$ cat src/rtl/johnson_pkg.sv
// rtl/johnson_pkg.sv - shared widths, lock states and Johnson code helpers
package johnson_pkg;

  localparam int JC_N = 4;
  localparam int NPH  = 2 * JC_N;
  localparam int IW   = $clog2(NPH);

  typedef enum logic [0:0] {
    SEARCH = 1'b0,
    LOCKED = 1'b1
  } lock_state_e;

  // A Johnson code is a thermometer: at most one boundary between ones and zeros.
  function automatic logic jc_legal(input logic [JC_N-1:0] code);
    int unsigned trans;
    trans = 0;
    for (int i = 0; i < JC_N - 1; i++) begin
      if (code[i] != code[i+1]) trans++;
    end
    return (trans <= 1);
  endfunction

  function automatic logic [IW-1:0] jc_index(input logic [JC_N-1:0] code);
    int unsigned p;
    int unsigned r;
    p = 0;
    for (int i = 0; i < JC_N; i++) begin
      if (code[i]) p++;
    end
    r = code[JC_N-1] ? (NPH - p) : p;
    return r[IW-1:0];
  endfunction

endpackage

$ cat src/rtl/johnson_decode.sv
// rtl/johnson_decode.sv - combinational Johnson code to phase index / one-hot decode
module johnson_decode
  import johnson_pkg::*;
(
  input  logic [JC_N-1:0] jc_s,
  output logic            legal,
  output logic [IW-1:0]   idx,
  output logic [NPH-1:0]  phase
);

  always_comb begin
    legal = jc_legal(jc_s);
    idx   = jc_index(jc_s);
    phase = '0;
    if (legal) phase[idx] = 1'b1;
  end

endmodule

$ cat src/rtl/johnson_phase_decoder.sv
// rtl/johnson_phase_decoder.sv - registered Johnson phase decode with sequence check and lock FSM
module johnson_phase_decoder
  import johnson_pkg::*;
#(
  parameter int N         = JC_N,
  parameter int LOCK_CNT  = 4,
  parameter int STALL_MAX = 15,
  parameter int ERR_W     = 8
) (
  input  logic                     clk,
  input  logic                     r,
  input  logic [N-1:0]             jc,
  output logic [2*N-1:0]           phase,
  output logic [$clog2(2*N)-1:0]   idx,
  output logic                     legal,
  output logic                     locked,
  output logic                     step_err,
  output logic [ERR_W-1:0]         err_cnt
);

  localparam int RUN_W  = $clog2(LOCK_CNT + 1);
  localparam int HOLD_W = $clog2(STALL_MAX + 2);

  logic [N-1:0]       jc_s_q, jc_s_d;
  logic               vld_q, vld_d;
  logic               seed_q, seed_d;
  lock_state_e        state_q, state_d;
  logic [RUN_W-1:0]   run_q, run_d;
  logic [HOLD_W-1:0]  hold_q, hold_d;
  logic [NPH-1:0]     phase_q, phase_d;
  logic [IW-1:0]      idx_q, idx_d;
  logic               legal_q, legal_d;
  logic               step_err_q, step_err_d;
  logic [ERR_W-1:0]   err_cnt_q, err_cnt_d;

  logic               dec_legal;
  logic [IW-1:0]      dec_idx;
  logic [NPH-1:0]     dec_phase;
  logic [IW-1:0]      nxt_idx;
  logic               is_succ, is_hold, stall;

  johnson_decode u_decode (
    .jc_s  (jc_s_q),
    .legal (dec_legal),
    .idx   (dec_idx),
    .phase (dec_phase)
  );

  always_comb begin
    jc_s_d     = jc;
    vld_d      = 1'b1;
    seed_d     = seed_q;
    state_d    = state_q;
    run_d      = run_q;
    hold_d     = hold_q;
    phase_d    = phase_q;
    idx_d      = idx_q;
    legal_d    = legal_q;
    step_err_d = 1'b0;
    err_cnt_d  = err_cnt_q;
    stall      = 1'b0;
    nxt_idx    = (idx_q == IW'(NPH - 1)) ? '0 : idx_q + 1'b1;
    is_succ    = dec_legal && (dec_idx == nxt_idx);
    is_hold    = dec_legal && (dec_idx == idx_q);

    // vld_q keeps the reset value of jc_s_q from being treated as a real sample.
    if (vld_q) begin
      legal_d = dec_legal;
      phase_d = dec_phase;
      if (dec_legal) begin
        idx_d  = dec_idx;
        seed_d = 1'b1;
      end
      // Until a legal sample has seeded idx there is no predecessor to compare.
      if (seed_q) begin
        case (state_q)
          SEARCH: begin
            if (is_succ) run_d = run_q + 1'b1;
            else if (!is_hold) run_d = '0;
            if (run_d == RUN_W'(LOCK_CNT)) begin
              state_d = LOCKED;
              run_d   = '0;
              hold_d  = '0;
            end
          end
          default: begin
            if (is_succ) hold_d = '0;
            else if (is_hold) begin
              hold_d = hold_q + 1'b1;
              stall  = (hold_d == HOLD_W'(STALL_MAX + 1));
            end
            if (!(is_succ || is_hold) || stall) begin
              step_err_d = 1'b1;
              if (err_cnt_q != {ERR_W{1'b1}}) err_cnt_d = err_cnt_q + 1'b1;
              state_d = SEARCH;
              run_d   = '0;
              hold_d  = '0;
            end
          end
        endcase
      end
    end
  end

  always_ff @(posedge clk or posedge r) begin
    if (r) begin
      jc_s_q     <= '0;
      vld_q      <= 1'b0;
      seed_q     <= 1'b0;
      state_q    <= SEARCH;
      run_q      <= '0;
      hold_q     <= '0;
      phase_q    <= '0;
      idx_q      <= '0;
      legal_q    <= 1'b0;
      step_err_q <= 1'b0;
      err_cnt_q  <= '0;
    end else begin
      jc_s_q     <= jc_s_d;
      vld_q      <= vld_d;
      seed_q     <= seed_d;
      state_q    <= state_d;
      run_q      <= run_d;
      hold_q     <= hold_d;
      phase_q    <= phase_d;
      idx_q      <= idx_d;
      legal_q    <= legal_d;
      step_err_q <= step_err_d;
      err_cnt_q  <= err_cnt_d;
    end
  end

  assign phase    = phase_q;
  assign idx      = idx_q;
  assign legal    = legal_q;
  assign locked   = (state_q == LOCKED);
  assign step_err = step_err_q;
  assign err_cnt  = err_cnt_q;

endmodule

$ cat config.mk
export PLATFORM = sky130hd
export DESIGN_NAME = johnson_phase_decoder
export DESIGN_NICKNAME = d
export VERILOG_FILES = /design/src/rtl/johnson_pkg.sv /design/src/rtl/johnson_decode.sv /design/src/rtl/johnson_phase_decoder.sv
export SDC_FILE = /design/constraint.sdc
export NUM_CORES = 1
export LEC_CHECK = 0
export BUFFER_PORTS_ARGS = -buffer_cell sky130_fd_sc_hd__buf_2
export CAP_MARGIN = 30
export CORE_AREA = 3 3 65 67
export DETAILED_ROUTE_END_ITERATION = 6
export DIE_AREA = 0 0 68 70
export PLACE_DENSITY_LB_ADDON = 0.08
export RECOVER_POWER = 50
export SYNTH_ARGS = -nofsm -noshare
export SYNTH_HDL_FRONTEND = slang
export SYNTH_SLANG_ARGS = --single-unit
$ cat constraint.sdc
create_clock -name clk -period 8.9 [get_ports clk]
set_input_delay 0.445 -clock clk [delete_from_list [all_inputs] [get_ports clk]]
set_output_delay 0.445 -clock clk [all_outputs]
set_load 0.02 [all_outputs]
### After elaboration in Yosys (flattened, before gate mapping)

Index checks and enable logic that the tools add are counted.

| word-level totals | value |
|---|---|
| output and inout bits | 22 |
| bits in registers | 36 |
| logic and storage cells | 84 |

| cells by class | value |
|---|---|
| reduce and logical (&&, ||, !) cells | 12 |
| equal/unequal tests | 11 |
| $lt $le $gt $ge | 3 |
| add/sub/neg operators | 10 |
| muxes and demuxes | 37 |

Operator list:

| cell | count |
|---|---|
| $mux W32 | 2 |
| $mux W3 | 12 |
| $add A32 B1 Y32 const B | 1 |
| $le A32 B1 Y1 const B | 1 |
| $mux W5 | 5 |
| $mux W1 | 15 |
| $add A3 B1 Y3 const B | 3 |
| $add A8 B1 Y8 const B | 1 |
| $mux W8 | 1 |
| $ne A8 B8 Y1 const B | 1 |
| $eq A3 B3 Y1 | 2 |
| $eq A3 B3 Y1 const B | 2 |
| $add A5 B1 Y5 const B | 1 |
| $eq A5 B5 Y1 const B | 1 |
| $reduce_and A5 Y1 | 1 |
| $add A1 B1 Y2 const B | 2 |
| $lt A3 B4 Y1 const B | 1 |
| $ne A4 B1 Y1 const B | 1 |
| $reduce_and A2 Y1 | 2 |
| $reduce_and A4 Y1 | 1 |
| $add A2 B1 Y3 const B | 1 |
| $demux W1 S3 | 1 |
| $ge A3 B1 Y1 const B | 1 |
| $logic_and A1 B1 Y1 | 3 |
| other kinds (8) | 11 |

### Longest topological paths before layout

Gate-level depths: netlist of run 1.

| depth | value |
|---|---|
| word-level depth | 21 |
| depth in mapped cells | 14 |
| mapped depth without buffers | 11 |

### Cells and area by module

Synthesis of run 1 repeated with hierarchy kept, for this count alone.

| second synthesis, totals | value |
|---|---|
| cells, all modules | 205 |
| area total of the unflattened synthesis | 2175.8 µm² |

Modules (own cells, without submodules):

| module | cells an instance | area an instance (µm²) | times used |
|---|---|---|---|
| johnson_phase_decoder | 146 | 1739.2 | 1 |
| johnson_decode | 59 | 436.7 | 1 |

### Worst setup path after synthesis of run 1

No wires, ideal clock.

| timing path | value |
|---|---|
| kind | register -> register |
| start | register jc_s_q[1] |
| end | register state_q (netlist: locked) |
| clock period less this slack | 3.409 ns |
| required time | 8.779 ns |
| buffers on the path | 1 |
| path slack | 5.491 ns |
| cell stages (with the launch flop) | 13 |
| arrival time | 3.287 ns |
| path through | dfrtp_1 -> inv_1 -> ha_1 -> buf_6 -> xor2_1 -> ha_1 -> nand2b_1 -> a211o_1 -> o311ai_4 -> a21oi_2 -> or4_4 -> and3b_1 -> a32o_2 |

| on the way | value |
|---|---|
| word-level cells in the longest chain between the ends | 17 |
| elaborated cells on any way between the ends | 36 |
| classes of those cells | add/sub (5); order compare (1); eq/ne (5); mux (20); reduce/logical (5) |

RTL lines:

| element | line | RTL |
|---|---|---|
| from (decl) | johnson_phase_decoder.sv:24 | `logic [N-1:0] jc_s_q, jc_s_d;` |
| from (signal assigned) | johnson_phase_decoder.sv:119 | `jc_s_q <= jc_s_d;` |
| parallel branches: the longest is 16 deep, another holds $add A32 B1 Y32 | - |  |
| $mux W1 * | johnson_phase_decoder.sv:76 | `case (state_q)` |
| to (signal assigned) | johnson_phase_decoder.sv:122 | `state_q <= state_d;` |
| to (decl) | johnson_phase_decoder.sv:27 | `lock_state_e state_q, state_d;` |

Every way passes the cells marked *. The select of a mux whose other input is x is not followed.
A chain may end at the register's enable or synchronous reset.

### Worst setup path in the final report of run 1

Ends and elaborated chain as after synthesis.

==> impl_metrics.yaml, run 1 <==
cells_and_area:
  fin_cells: 312
  drive_gt1_share_pct: 17.4
  final_nets: 281
  fin_util_pct: 68.2
  antenna_cells: 0
  area_growth_pct: 9.95
detailed_routing:
  initialDrtViolationCount: 137
  num_vias: 1798
  ant_nets: 0
  wl_mm: 4.60
  drc: 0
  avgViaCountPerCell: 5.76
  first_pass_iters: 4
  wire_per_inst_um: 14.8
cts:
  post_cts_buffers: 0
  hold_buffers: 0
  clock_latency_ns: 0.29
  clockBufferDepth: 2
  cts_tree: "built"
  cts_resized: 0
  cts_sinks: 36
  h-tree-depth: 2
  cts_inserted_buffers: 5
  root_buffer: "clkbuf_8"
  clk_pin_slew_ns: 0.07
critical_path:
  reg2reg_depth: 11
  path_class: "reg -> reg"
  critPathArrivalTime_ns: 3.94
  startpoint_type: "flop"
  cp-end-kind: "flop"
  required_ns: 9.08
  path_max_fanout: 9
global_routing:
  grt_max_degree: 37
  grt_pass1_wl_mm: 7.75
  grt_util_all_layers_pct: 21.1
  grt_pass1_vias: 1778
  grt.overflow.total: 0
  antenna_found_initial: 0
status:
  status: "complete, but fails checks"
  violations: "max-capacitance violations, max-slew violations"
floorplan:
  coreArea_um2: 3690
  dieArea_um2: 4760
  io_pins: 28
  fp.dieH_um: 70
  start_util_pct: 62.0
  die_w_um: 68
  row_count: 22
place:
  dp.cells: 304
  io_buffers: 27
  dp_hpwl_mm: 3.32
  place_congestion: 0.873
synthesis:
  yosys_warnings: 0
  post-synth-top-area-cell: "dfrtp_1"
  synth_common_cells: "36 x dfrtp_1, 18 x inv_1, 18 x nand2_1, 12 x nor2_1, 12 x o22ai_1"
  yosysTopAreaCellShare_pct: 39.4
  async_reset_ff_share_pct: 100
  synth_area_per_cell_um2: 9.62
  synth.net_count: 256
  ys_ff_latch: 36
  synth_area_um2: 2290
  ys_types: 59
  synthFlopType: "dfrtp_1"
  ys_seq_area_share_pct: 39.4
  synth_area_leaders: "dfrtp_1 39%, ha_1 6.0%, xnor2_1 3.8%"
  yosys.cell_count.top_type: "dfrtp_1"
  synthCells: 238
  synth_edf_count: 0
timing:
  skew_ns: 0.00616
  finalSetupViolations: 0
  tightest_slew_ns: 1.86
  maxSlewViolCount: 37
  min_period_over_period_pct: 42.3
  layout_min_cycle_time_ns: 3.76
  max_freq_ghz: 0.266
  slew_headroom_pct: -23.9
  finalHoldViolCount: 0
  tns_ns: 0
  rsz0062_at_grt: "no"
power:
  pwr_density_cell_nw_per_um2: 176
  ir_drop_mv: 0.131
  p_leak_nw: 1.16
  fin_total_pwr_mw: 0.443
min_path:
  holdPathStages: 1
  hp-class: "in -> reg"
run:
  maxCapViolations: 1
==> kinds of logic (layout without fill, tap and decap cells) <==
| family | after synthesis | after routing | share of synthesized area, % |
|---|---|---|---|
| buffers and inverters | 28 | 54 | 5.47 |
| AO/OA/AOI/OAI | 61 | 61 | 19.6 |
| flip-flops | 36 | 36 | 39.4 |
| multiplexers | 3 | 3 | 1.42 |
| XOR/XNOR | 15 | 15 | 6.40 |
| adder cells (fa/ha/maj) | 12 | 12 | 6.89 |
| AND/OR/NAND/NOR | 82 | 82 | 20.7 |
| other | 1 | 1 | 0.164 |
==> final cells by class <==
type / count / area (µm²)
multi-input combinational: 174 / 1260
fill: 322 / 1170
sequential: 36 / 901
timing repair buffer: 28 / 131
clock buffer: 7 / 86.3
inverter: 18 / 67.6
tap: 48 / 60.1
clock inverter: 1 / 7.51
==> state kept, by name, indices dropped and copies added (netlist names), 3 cells and up <==
name and flops:
err_cnt 8, phase 8, jc_s_q 4, idx 3
run_q 3, hold_q 5
==> stage by stage <==
stage / hold slack, ns / setup slack (ns) / area (µm²)
2_1_floorplan: 0.476 / 5.49 / 2290
3_3_place_gp: 0.480 / 5.30 / 2430
3_5_place_dp: 0.487 / 5.18 / 2430
4_1_cts: 0.247 / 5.15 / 2530
5_1_grt: 0.246 / 4.87 / 2520
6_report: 0.258 / 5.14 / 2520
==> critical path, stage by stage (launching register included) <==
cell and delay [ns]:
dfrtp_1 0.41, inv_1 0.08, ha_1 0.44, xor2_1 0.38
ha_1 0.33, nand2b_1 0.17, a211o_1 0.34, o311ai_4 0.33
a21oi_2 0.16, or4_4 0.55, and3b_1 0.21, a32o_2 0.26
==> per-layer routing <==
| layer | GRT usage, % | wire (µm) | part of all wire [%] | up-vias |
|---|---|---|---|---|
| met2 | 32.7 | 2230 | 49 | 42 |
| met5 | 0 | 0 | 0 | - |
| met3 | 6.27 | 176 | 3.8 | 11 |
| met1 | 27.1 | 2100 | 46 | 843 |
| li1 | - | - | - | 902 |
| met4 | 8.39 | 95 | 2.1 | 0 |
==> where the power goes <==
group          total [mW]  switching, mW  internal, mW
logic               0.130         0.0777        0.0526
clock network       0.120         0.0573        0.0629
registers           0.192         0.0165         0.176
total               0.443          0.152         0.291
==> final timing paths <==
check	slack [ns]	startpoint	to
setup / recovery	5.14	jc_s_q[1]	locked
hold / removal	0.26	jc[1]	jc_s_q[1]
setup reg to reg	5.14	jc_s_q[1]	locked
hold reg to reg	0.49	err_cnt[5]	err_cnt[5]
max in group asynchronous	7.02	r	idx[0]
min in group asynchronous	0.81	r	jc_s_q[3]
==> cell usage in the layout, fill, tap and decap left out, types with 2 or more instances in the layout <==
| cell | n |
|---|---|
| and3_1 | 3 |
| xnor2_1 | 10 |
| xor2_1 | 4 |
| o211ai_1 | 2 |
| o21ai_0 | 9 |
| buf_2 | 21 |
| nand4_1 | 5 |
| nor2_1 | 12 |
| nand2b_1 | 7 |
| clkbuf_1 | 8 |
| a21oi_1 | 11 |
| ha_1 | 11 |
| a211oi_1 | 3 |
| o211a_1 | 2 |
| a22o_1 | 3 |
| o22ai_1 | 12 |
| nor3_1 | 3 |
| a31oi_1 | 3 |
| nand3b_1 | 3 |
| nand4b_1 | 3 |
| or2_2 | 4 |
| inv_1 | 18 |
| nand3_1 | 7 |
| a21o_1 | 2 |
| dfrtp_1 | 36 |
| nor2b_1 | 2 |
| nand2_1 | 18 |
| mux2_2 | 2 |
| clkbuf_8 | 6 |
| nor3b_1 | 2 |
| and2_1 | 3 |
Power figures use the tool's default switching activity.
==> run 2, diff against run 1 <==
--- a/config.mk
+++ b/config.mk
@@ -5,11 +5,12 @@
 export SDC_FILE = /design/constraint.sdc
 export NUM_CORES = 1
 export LEC_CHECK = 0
+export ABC_AREA = 1
 export BUFFER_PORTS_ARGS = -buffer_cell sky130_fd_sc_hd__buf_2
 export CAP_MARGIN = 30
-export CORE_AREA = 3 3 65 67
+export CORE_AREA = 3 3 69 71
 export DETAILED_ROUTE_END_ITERATION = 6
-export DIE_AREA = 0 0 68 70
+export DIE_AREA = 0 0 72 74
 export PLACE_DENSITY_LB_ADDON = 0.08
 export RECOVER_POWER = 50
 export SYNTH_ARGS = -nofsm -noshare
==> constraint.sdc (replaced) <==
create_clock -name clk -period 3.3 [get_ports clk]
set_input_delay 0.165 -clock clk [delete_from_list [all_inputs] [get_ports clk]]
set_output_delay 0.165 -clock clk [all_outputs]
set_load 0.02 [all_outputs]
==> run 2 against run 1 <==
Net effect:
- core utilization is 8.6 points lower
- synthesized cell count is 12% higher
- critical path depth up 9
- wire length is 5.8% lower
- largest cell class unchanged
- synthesized area shrank 4.4%
- the run still ends with max-capacitance violations, max-slew violations left
- setup slack got worse by 4.9 ns
- die area grew 12%
- clock power grew to 3.3 times the previous value
- first-iteration DRC count fell by 45%
==> impl_metrics.yaml, run 2 <==
status:
  status: "complete, but fails checks"
  violations: "max-capacitance violations, max-slew violations"
detailed_routing:
  drc: 0
  ant_nets: 0
  wl_mm: 4.34
  wire_per_inst_um: 12.0
  first_pass_iters: 4
  num_vias: 1784
  initialDrtViolationCount: 75
  avgViaCountPerCell: 4.93
place:
  dp_hpwl_mm: 3.15
  place_congestion: 0.793
  place_area_um2: 2380
  dp.cells: 345
  io_buffers: 27
timing:
  min_period_over_period_pct: 91.5
  finalHoldViolCount: 0
  maxSlewViolCount: 37
  tightest_slew_ns: 1.97
  hold_ws_ns: 0.503
  skew_ns: 0.00345
  tns_ns: 0
  layout_min_cycle_time_ns: 3.02
  max_freq_ghz: 0.331
  finalSetupViolations: 0
  slew_headroom_pct: -31.2
cts:
  cts_sinks: 36
  cts_inserted_buffers: 5
  h-tree-depth: 2
  clockBufferDepth: 2
  clock_latency_ns: 0.29
  clk_pin_slew_ns: 0.08
  cts_tree: "built"
  root_buffer: "clkbuf_8"
cells_and_area:
  antenna_cells: 0
  final_cell_mix: "74 x nand2_1, 40 x inv_1, 36 x dfrtp_1"
  drive_gt1_share_pct: 20.0
  final_area_um2: 2560
  fin_util_pct: 59.6
  final_nets: 327
  fin_cells: 362
  layout_commonest_cell: "nand2_1"
  area_growth_pct: 17.0
global_routing:
  grt_pass1_vias: 1653
  antenna_found_initial: 0
  grt.overflow.total: 0
  grt_util_all_layers_pct: 17.5
  grt_max_degree: 37
  grt_pass1_wl_mm: 7.36
critical_path:
  path_class: "reg -> reg"
  path_buf_inv: 4
  crit_family: "simple AND/OR/NAND/NOR gates"
  startpoint_type: "flop"
  worstPathCellList: "inv_1 -> ha_1 -> nand2_2 -> inv_1 -> nor2_2 -> ha_1 -> inv_1 -> nand4_1 -> nand3_1 -> nand2_2 -> nand2_4 -> nand2_1 -> nand3_2 -> nand2_2 -> nand2_2 -> nand2_2 -> nor3_4 -> inv_1 -> nand2_1 -> nand2_1"
  required_ns: 3.49
  cp-end-kind: "flop"
  cpMostUsedCell: "nand2_2"
  critPathArrivalTime_ns: 3.21
  path_max_fanout: 7
  max_stage_delay_ns: 0.41
  slowest_stage: "dfrtp_1"
power:
  ir_drop_mv: 0.422
  p_leak_nw: 1.35
  pwr_density_cell_nw_per_um2: 558
synthesis:
  synthCells: 267
  ys_seq_area_share_pct: 41.2
  synth_edf_count: 0
  synth_area_leaders: "dfrtp_1 41%, nand2_1 13%, inv_1 6.9%"
  yosys_warnings: 0
  async_reset_ff_share_pct: 100
  ys_ff_latch: 36
  synth_common_cells: "74 x nand2_1, 40 x inv_1, 36 x dfrtp_1, 21 x nand3_1, 12 x nor2_1"
  ys_types: 30
  yosysTopAreaCellShare_pct: 41.2
  yosys.cell_count.top_type: "nand2_1"
  synth.net_count: 285
  synthFlopType: "dfrtp_1"
  synth_area_um2: 2190
  post-synth-top-area-cell: "dfrtp_1"
  synth_area_per_cell_um2: 8.20
floorplan:
  row_count: 24
  io_pins: 28
  fp.dieH_um: 74
  start_util_pct: 51.0
  dieArea_um2: 5330
  die_w_um: 72
  coreArea_um2: 4290
min_path:
  hp-class: "reg -> reg"
run:
  maxCapViolations: 1
-- run 2: cell count changes after synthesis, moves of 4 or more --
cell / previous run / this run
nand2_4: 0 / 7
nand3_1: 7 / 21
buf_2: 4 / 0
nand2_2: 0 / 11
nand2_1: 18 / 74
nand2b_1: 7 / 0
o22ai_1: 12 / 8
inv_1: 18 / 40
a21oi_1: 11 / 0
-- run 2: cell type report --
cell class,instances,area (µm²)
clock inverters,3,42.5
fillers,394,1730
clock buffers,5,68.8
flip-flops and latches,36,901
well taps,52,65.1
inverters,41,154
multi-input cells,188,1120
repair buffers,37,211
-- run 2: cells by family after synthesis --
kind of cell               after synthesis  share of synthesized area, %
DFF                                     36                          41.2
other                                    1                         0.171
and+or+nand+nor                        145                          34.0
AOI/OAI and AO/OA                       19                          5.32
xor gates and xnor gates                11                          4.40
adders and majority gates               12                          7.20
buffers and inverters                   43                          7.72
-- run 2: timing repair --
action,CTS,global route
hold buffers,5,0
hold endpoints to repair,40,0
setup buffers,0,4
endpoints found under the setup margin,0,6
resized for setup,0,0
-- run 2: tightest hold or removal path, cell delays in order (launching register included) --
cell and delay [ns]:
dfrtp_1 0.37, nand2_1 0.06, nand2_1 0.05
-- run 2: path summary, 6_finish.rpt --
path / start / end / slack [ns] / cells past startpoint
min in group asynchronous: r / vld_q / 1.12 / 4
min: hold_q[4] / hold_q[4] / 0.50 / 2
max reg2reg: jc_s_q[1] / err_cnt[6] / 0.28 / 20
max in group asynchronous: r / hold_q[4] / 1.06 / 4
min reg2reg: hold_q[4] / hold_q[4] / 0.50 / 2
max: jc_s_q[1] / err_cnt[6] / 0.28 / 20
-- run 2: per-layer routing --
| metal | vias up | global-route usage (%) | share of wire, % |
|---|---|---|---|
| met3 | 7 | 3.78 | 2.8 |
| met1 | 833 | 24.0 | 49 |
| met4 | 0 | 5.64 | 1.4 |
| met5 | - | 0 | 0 |
| li1 | 925 | - | - |
| met2 | 19 | 28.1 | 47 |
-- run 2: power breakdown --
group	switching, mW	internal [mW]
Clock	0.168	0.224
Sequential	0.0618	0.494
Combinational	0.314	0.167
-- run 2: metrics by stage --
| step | worst slack [ns] | total power, mW |
|---|---|---|
| finish | 0.280 | 1.43 |
| global route | -0.0180 | 1.52 |
| CTS | 0.216 | 1.43 |
| detailed placement | 0.219 | 1.03 |
| global placement | 0.341 | 1.02 |
| floorplan | 0.717 | 0.914 |
==> run 3, diff against run 2 <==
--- a/config.mk
+++ b/config.mk
@@ -6,11 +6,11 @@
 export NUM_CORES = 1
 export LEC_CHECK = 0
 export ABC_AREA = 1
-export BUFFER_PORTS_ARGS = -buffer_cell sky130_fd_sc_hd__buf_2
+export BUFFER_PORTS_ARGS = -buffer_cell sky130_fd_sc_hd__buf_4
 export CAP_MARGIN = 30
-export CORE_AREA = 3 3 69 71
+export CORE_AREA = 3 3 66 68
 export DETAILED_ROUTE_END_ITERATION = 6
-export DIE_AREA = 0 0 72 74
+export DIE_AREA = 0 0 69 71
 export PLACE_DENSITY_LB_ADDON = 0.08
 export RECOVER_POWER = 50
 export SYNTH_ARGS = -nofsm -noshare
==> constraint.sdc (replaced) <==
create_clock -name clk -period 3.2 [get_ports clk]
set_input_delay 0.16 -clock clk [delete_from_list [all_inputs] [get_ports clk]]
set_output_delay 0.16 -clock clk [all_outputs]
set_load 0.02 [all_outputs]
==> run 3 against run 2 <==
Net effect:
- the run still ends with max-capacitance violations, max-slew violations left
- maximum frequency grew 7.2%
- wire length shrank 6.3%
- clock power grew 1%
- count of clock-buffer cells in the layout is the same
- critical path depth is the same
- die area shrank 8.1%
- core utilization grew 6.5 points
- design area grew 1.1%
- sequential power grew 3%
- critical endpoint is now err_cnt[1]
- largest cell class unchanged
==> impl_metrics.yaml, run 3 (same netlist as run 2, synthesis figures left out) <==
status:
  status: "complete, but fails checks"
  violations: "max-capacitance violations, max-slew violations"
critical_path:
  slowest_stage: "dfrtp_1"
  path_class: "reg -> reg"
  r2r_end: "err_cnt[1]"
  cpMostUsedCell: "nand2_2"
  r2r_start: "jc_s_q[1]"
  required_ns: 3.41
  cp-startpoint: "jc_s_q[1]"
  path_max_fanout: 10
  crit_path_end: "err_cnt[1]"
  cp-end-kind: "flop"
  startpoint_type: "flop"
  max_stage_delay_ns: 0.41
  r2r_setup_slack_ns: 0.38
  critPathArrivalTime_ns: 3.03
  worstPathCellList: "inv_1 -> ha_1 -> nand2_2 -> inv_1 -> nor2_2 -> ha_1 -> inv_1 -> nand4_1 -> nand3_1 -> nand2_2 -> nand2_4 -> nand2_1 -> nand3_2 -> nand2_2 -> nand2_2 -> nand2_2 -> nor3_4 -> buf_4 -> nand2_1 -> o21ai_1"
  reg2reg_depth: 20
timing:
  max_freq_ghz: 0.355
  timing.final.ws_setup_ns: 0.383
  min_period_over_period_pct: 88.0
  maxSlewViolCount: 37
  tightest_slew_ns: 1.93
  tns_ns: 0
  slew_headroom_pct: -28.6
  finalHoldViolCount: 0
  skew_ns: 0.00903
  finalSetupViolations: 0
  hold_ws_ns: 0.478
  rsz0062_at_grt: "no"
  layout_min_cycle_time_ns: 2.82
cts:
  clockBufferDepth: 2
  clk_pin_slew_ns: 0.07
  hold_buffers: 5
  cts_inserted_buffers: 5
  cts_sinks: 36
  post_cts_buffers: 0
  h-tree-depth: 2
  cts_tree: "built"
  root_buffer: "clkbuf_8"
  cts_resized: 0
  clock_latency_ns: 0.29
cells_and_area:
  antenna_cells: 0
  drive_gt1_share_pct: 19.2
  fin_util_pct: 66.1
  fin_cells: 357
  layout_commonest_cell: "nand2_1"
  area_growth_pct: 18.3
  final_cell_mix: "74 x nand2_1, 40 x inv_1, 36 x dfrtp_1"
  final_nets: 324
floorplan:
  coreArea_um2: 3910
  fp.dieH_um: 71
  die_w_um: 69
  io_pins: 28
  start_util_pct: 55.9
  dieArea_um2: 4900
  row_count: 23
place:
  dp.cells: 344
  dp_slack_ns: 0.367
  dp_hpwl_mm: 3.06
  io_buffers: 27
  place_congestion: 0.788
detailed_routing:
  wire_per_inst_um: 11.4
  initialDrtViolationCount: 88
  wl_mm: 4.07
  ant_nets: 0
  avgViaCountPerCell: 4.86
  num_vias: 1735
  drc: 0
  first_pass_iters: 4
global_routing:
  grt_util_all_layers_pct: 17.9
  grt_max_degree: 37
  grt_pass1_wl_mm: 7.21
  antenna_found_initial: 0
  grt.overflow.total: 0
  grt_pass1_vias: 1626
min_path:
  hp-class: "reg -> reg"
power:
  ir_drop_mv: 0.385
  pwr_density_cell_nw_per_um2: 567
  p_leak_nw: 1.34
run:
  maxCapViolations: 1
run 3: worst max-delay path: cells and delay by family, from the launching register on:
| kind | cells | cell delay (ns) |
|---|---|---|
| compound gates | 1 | 0.07 |
| fa+ha+maj | 2 | 0.63 |
| flops | 1 | 0.41 |
| simple gates | 13 | 1.21 |
| buf+inv | 4 | 0.44 |
run 3: worst min-delay path by stage:
stage	from	slack, ns	end	cells after the start
after detailed placement	jc[0]	0.27	jc_s_q[0]	1
after CTS	seed_q	0.48	seed_q	1
after global routing	seed_q	0.50	seed_q	1
final	seed_q	0.48	seed_q	1
after floorplan	jc[0]	0.19	jc_s_q[0]	0
after global placement	jc[0]	0.27	jc_s_q[0]	1
run 3: stage by stage:
step / instance area, µm² / total power, mW
2_1_floorplan: 2190 / 0.943
3_3_place_gp: 2450 / 1.08
3_5_place_dp: 2450 / 1.09
4_1_cts: 2620 / 1.50
5_1_grt: 2590 / 1.57
6_report: 2590 / 1.47
run 3: power breakdown:
group	internal (mW)	leakage, nW	switching, mW
Sequential	0.509	0.473	0.0645
Combinational	0.183	0.808	0.316
Clock	0.230	0.0541	0.165
run 3: layout make-up:
class,instances,area (µm²)
multi-input combinational,188,1120
inverter,41,154
tap,50,62.6
sequential,36,901
clock inverter,3,42.5
fill,369,1330
timing repair buffer,34,241
clock buffer,5,68.8
run 3: routing by layer:
metal	global-route usage [%]	part of all wire, %	vias up
met3	2.98	2.9	6
met4	6.51	1.4	0
li1	-	-	916
met2	28.7	48	20
met5	0	0	-
met1	24.6	48	793
